$ cat config.mk
export PLATFORM = sky130hd
export DESIGN_NAME = gf256_inv_seq
export DESIGN_NICKNAME = d
export VERILOG_FILES = /design/src/rtl/gf256_inv_seq_pkg.sv /design/src/rtl/gf256_inv_seq_mul.sv /design/src/rtl/gf256_inv_seq.sv
export SDC_FILE = /design/constraint.sdc
export NUM_CORES = 1
export LEC_CHECK = 0
export ABC_AREA = 1
export CORE_ASPECT_RATIO = 1.25
export CORE_MARGIN = 3
export CORE_UTILIZATION = 56
export DETAILED_ROUTE_END_ITERATION = 10
export PLACE_DENSITY = 0.78
export SYNTH_ARGS = -nofsm -noshare
export SYNTH_HDL_FRONTEND = slang
export SYNTH_SLANG_ARGS = --single-unit
$ cat constraint.sdc
create_clock -name i_clk -period 2.3 [get_ports i_clk]
set_input_delay 0.46 -clock i_clk [delete_from_list [all_inputs] [get_ports i_clk]]
set_output_delay 0.46 -clock i_clk [all_outputs]
set_load 0.05 [all_outputs]
$ cat src/rtl/gf256_inv_seq_pkg.sv
// Shared AES field constants and inverter state encodings.
// The multiplier and the inverter FSM both import this package.
package gf256_inv_seq_pkg;

    localparam logic [7:0] AES_POLY = 8'h1B;
    localparam logic [2:0] INV_ITER = 3'd7;

    typedef enum logic [1:0] {
        ST_IDLE = 2'd0,
        ST_CALC = 2'd1,
        ST_DONE = 2'd2
    } state_t;

endpackage

$ cat src/rtl/gf256_inv_seq_mul.sv
// Combinational GF(2^8) multiplier: shift-and-add with reduction by {1,POLY}.
// The inverter and MixColumns logic both instantiate this module.
module gf256_mul
    import gf256_inv_seq_pkg::*;
#(
    parameter logic [7:0] POLY = AES_POLY
) (
    input  logic [7:0] i_a,
    input  logic [7:0] i_b,
    output logic [7:0] o_p
);

    logic [7:0] w_acc;
    logic [7:0] w_sh;

    // w_sh tracks a * x^i, reduced on every step so it never exceeds 8 bits
    always_comb begin
        w_acc = 8'h00;
        w_sh  = i_a;
        for (int i = 0; i < 8; i++) begin
            if (i_b[i]) w_acc = w_acc ^ w_sh;
            w_sh = {w_sh[6:0], 1'b0} ^ (w_sh[7] ? POLY : 8'h00);
        end
    end

    assign o_p = w_acc;

endmodule

$ cat src/rtl/gf256_inv_seq.sv
// Iterative GF(2^8) inverter: y = x^254 computed by square-and-multiply over 7 cycles.
// Zero maps to zero naturally because every power of zero is zero.
module gf256_inv_seq
    import gf256_inv_seq_pkg::*;
#(
    parameter logic [7:0] POLY = AES_POLY
) (
    input  logic       i_clk,
    input  logic       i_rst,
    input  logic       i_in_valid,
    output logic       o_in_ready,
    input  logic [7:0] i_x,
    output logic       o_out_valid,
    input  logic       i_out_ready,
    output logic [7:0] o_y
);

    state_t     r_state;
    logic [7:0] r_s;
    logic [7:0] r_r;
    logic [7:0] r_y;
    logic [2:0] r_cnt;
    logic       r_in_ready;
    logic       r_out_valid;

    logic [7:0] w_t;
    logic [7:0] w_rt;

    gf256_mul #(.POLY(POLY)) u_sq (
        .i_a (r_s),
        .i_b (r_s),
        .o_p (w_t)
    );

    gf256_mul #(.POLY(POLY)) u_mul (
        .i_a (r_r),
        .i_b (w_t),
        .o_p (w_rt)
    );

    always_ff @(posedge i_clk or posedge i_rst) begin
        if (i_rst) begin
            r_state     <= ST_IDLE;
            r_s         <= 8'h00;
            r_r         <= 8'h00;
            r_y         <= 8'h00;
            r_cnt       <= 3'd0;
            r_in_ready  <= 1'b1;
            r_out_valid <= 1'b0;
        end else begin
            case (r_state)
                ST_IDLE: begin
                    if (i_in_valid) begin
                        r_s        <= i_x;
                        r_r        <= 8'h01;
                        r_cnt      <= 3'd0;
                        r_in_ready <= 1'b0;
                        r_state    <= ST_CALC;
                    end
                end
                ST_CALC: begin
                    r_s   <= w_t;
                    r_r   <= w_rt;
                    r_cnt <= r_cnt + 3'd1;
                    // Last step: r already holds x^126, times x^128 gives x^254
                    if (r_cnt == INV_ITER - 3'd1) begin
                        r_y         <= w_rt;
                        r_out_valid <= 1'b1;
                        r_state     <= ST_DONE;
                    end
                end
                ST_DONE: begin
                    if (i_out_ready) begin
                        r_out_valid <= 1'b0;
                        r_in_ready  <= 1'b1;
                        r_state     <= ST_IDLE;
                    end
                end
                default: begin
                    r_out_valid <= 1'b0;
                    r_in_ready  <= 1'b1;
                    r_state     <= ST_IDLE;
                end
            endcase
        end
    end

    assign o_in_ready  = r_in_ready;
    assign o_out_valid = r_out_valid;
    assign o_y         = r_y;

endmodule

==> impl_metrics.tcl, run 1 <==
set metrics [dict create \
    status "finished with violations" \
    violations "negative setup slack" \
    hold_viol 0 \
    tightestPinTransition_ps 558.0 \
    synth_top_family_by_area "simple AND/OR/NAND/NOR gates" \
    yosys.area_share.simple_pct 55.75 \
    cts_tree "built" \
    firstDrtPassIters 5 \
    final_cell_mix "nand2_1, buf_4, inv_1" \
    fin_crit_sh_pct 117.0 \
    viasPerCell 5.860 \
    grt_pass1_wl_mm 25.72 \
    fill_cells 447 \
    slew_headroom_pct 62.66 \
    skew_ps 5.787 \
    syn_area_per_cell_sq_um 5.513 \
    synthXorXnorAreaFrac_pct 8.250 \
    start_util_pct 58.53 \
    htreeDepth 2 \
    drt_iter0_drc 406 \
    layout_setup_ws_ps -391.6 \
    die_area_sq_mm 0.008931 \
    io_buffers 21 \
    dieHeight_microns 104.9 \
    cts.sinks 31 \
    synth.area.mux_share_pct 0 \
    rows 35 \
    crit_required_ps 2480 \
    hold_ws_ps 462.6 \
    wl_mm 17.18 \
    endpoint_kind "flop" \
    cts_made_buffers 5 \
    hold_path_class "flop to flop" \
    place_inst 983 \
    ff2ff_setup_slack_ps -390 \
    period_needed_ps 2692 \
    synth_cells 795 \
    track_usage_pct 35.60 \
    yosys_warnings 0 \
    cts_root_buf "clkbuf_8" \
    final_nets 938 \
    syn_area_sq_mm 0.004383 \
    place.gp.congestion 1.008 \
    maxCapViolCount 0 \
    route.detailed.drc 0 \
    hold_buffers 0 \
    cp_max_fo 7 \
    clockBufferDepth 2 \
    grt_pass1_vias 5637 \
    crit_arrival_ps 2870 \
    reg2reg_from "r_s[7]" \
    post_drt_wl_per_cell_microns 16.93 \
    drt.antenna.violating_nets 0 \
    grt_overflow_total 0 \
    dp_hpwl_mm 11.79 \
    seq_area_frac_synth_pct 17.73 \
    cp-endpoint "o_y[4]" \
    core_sq_mm 0.007488 \
    synth_cell_types 35 \
    synthAdderAreaFrac_pct 0.8564 \
    die_width_microns 85.13 \
    synth_fp_nets 810 \
    synth_top_flop_cell "dfrtp_1" \
    final_max_slew_viol_count 0 \
    num_antenna_cells 0 \
    area_growth_syn_to_layout_pct 47.27 \
    r2r_cells 21 \
    synth-compound-area-share_pct 4.453 \
    fin_cells 1015 \
    synth_edf_count 0 \
    mostFrequentLayoutCell "nand2_1" \
    critical_path.startpoint "r_s[7]" \
    num_vias 5948 \
    r2r-end "o_y[4]" \
    io_pins 22 \
    clk_latency_ps 280 \
    fmax_mhz 371.5 \
    critical_path_class "flop to flop" \
    rsz0062_at_grt "true" \
    setup_tns_ps -5669 \
    setup_violations 17 \
    layout-drive-gt1-share_pct 37.16 \
    startpoint_type "flop" \
    async_reset_ff_share_pct 100.0 \
    grt_max_degree 32 \
    clk_pin_slew_ps 60 \
    antenna_found_initial 0 \
    yosys_register_bits 31 \
]
## routing by layer
metal	wire length (microns)	track usage, %	vias to the layer above
met5	0	0	-
met2	8727	64.61	335
met1	5747	37.21	2741
li1	-	-	2746
met3	1160	3.312	126
met4	1548	25.79	0
## worst min path at each step
| stage | start | endpoint | cells past startpoint |
|---|---|---|---|
| final | r_cnt[2] | r_cnt[2] | 1 |
| after global routing | r_cnt[2] | r_cnt[2] | 1 |
| after CTS | r_cnt[2] | r_cnt[2] | 1 |
| after detailed placement | r_cnt[2] | r_cnt[2] | 1 |
| after global placement | r_cnt[2] | r_cnt[2] | 1 |
| after floorplan | r_cnt[2] | r_cnt[2] | 1 |
## what timing repair did
action / CTS / global route
buffers inserted: 9 / 14
gates cloned: 2 / 0
endpoints found under the hold margin: 0 / 0
pin swaps: 34 / 57
resized for setup: 108 / 134
setup endpoints to repair: 19 / 21
## area by class of cell
cell class                 instances  area [sq um]  share of cell area (%)
clock buffer                       6         82.58                   1.279
clock inverter                     1         5.005                 0.07753
inverter                         108         432.9                   6.707
multi-input combinational        637          3865                   59.88
sequential                        31         783.3                   12.13
tap                               92         115.1                   1.783
timing repair buffer             140          1171                   18.14
## cells in the mapped netlist (3+ instances only)
cell / n / area share, %
nand2_1: 352 / 30
nand3_1: 123 / 14
inv_1: 97 / 8.3
nor2_1: 36 / 3.1
dfrtp_1: 30 / 17
xor2_1: 20 / 4.0
nand2_2: 19 / 2.7
o21ai_0: 12 / 1.4
xnor2_1: 12 / 2.4
nand3b_1: 10 / 1.7
nand4_1: 10 / 1.4
inv_2: 9 / 0.77
buf_6: 8 / 2.1
o221ai_1: 7 / 1.4
buf_2: 5 / 0.57
nand3_2: 5 / 1.1
o21ai_1: 5 / 0.57
buf_4: 4 / 0.69
clkbuf_1: 3 / 0.26
ha_1: 3 / 0.86
nor2_2: 3 / 0.43
o211ai_1: 3 / 0.51
xnor2_2: 3 / 1.1
## state kept, by name (all words and copies together), names as in the netlist
| register | cells |
|---|---|
| o_y | 8 |
| r_r | 8 |
| r_s | 8 |
| r_cnt | 3 |
| r_state | 2 |
| o_in_ready | 1 |
| o_out_valid | 1 |
## worst max-delay path, stage by stage (launching register included)
cell     delay [ps]
dfrtp_2         440
ha_4            330
inv_4            70
nand2_4          70
nand2_4          70
nand2_1          70
nand3_1          80
nand2_1          90
nand2_2         110
inv_2            70
nand3_1          80
nand3_2         100
nand2_4         100
buf_6           150
o21ai_4         140
nand2_2          80
nand3_2          80
nand2_2          90
inv_1           110
nand3_2          90
nand3_1         100
nand2_1          50
## metrics by stage
step | setup WS [ps] | utilization [%] | instance area (sq um)
6_report | -391.6 | 86.20 | 6455
5_1_grt | -576.8 | 86.20 | 6455
4_1_cts | -284.5 | 77.83 | 5828
3_5_place_dp | -557.2 | 70.73 | 5296
3_3_place_gp | -469.3 | 70.73 | 5296
2_1_floorplan | 23.98 | - | 4398
## cells by family (layout without fill, tap and decap cells)
family,after synthesis,count (layout)
adders and majority gates,3,3
and+or+nand+nor,564,566
DFF,31,31
xor gates and xnor gates,37,37
AOI/OAI and AO/OA,31,31
buffers and inverters,129,255
Power of run 1 is left out: the tool's default activity adds up to more than one toggle a clock period on the data nets, which glitch-free logic cannot reach.
==> inputs of run 2 (changes only) <==
--- a/config.mk
+++ b/config.mk
@@ -11,6 +11,7 @@
 export CORE_UTILIZATION = 56
 export DETAILED_ROUTE_END_ITERATION = 10
 export PLACE_DENSITY = 0.78
+export SLEW_MARGIN = 30
 export SYNTH_ARGS = -nofsm -noshare
 export SYNTH_HDL_FRONTEND = slang
 export SYNTH_SLANG_ARGS = --single-unit
==> results of run 2 <==
No change in the layout: final DEF, timing and power equal those of run 1.
Power of run 2 is left out for the same reason.
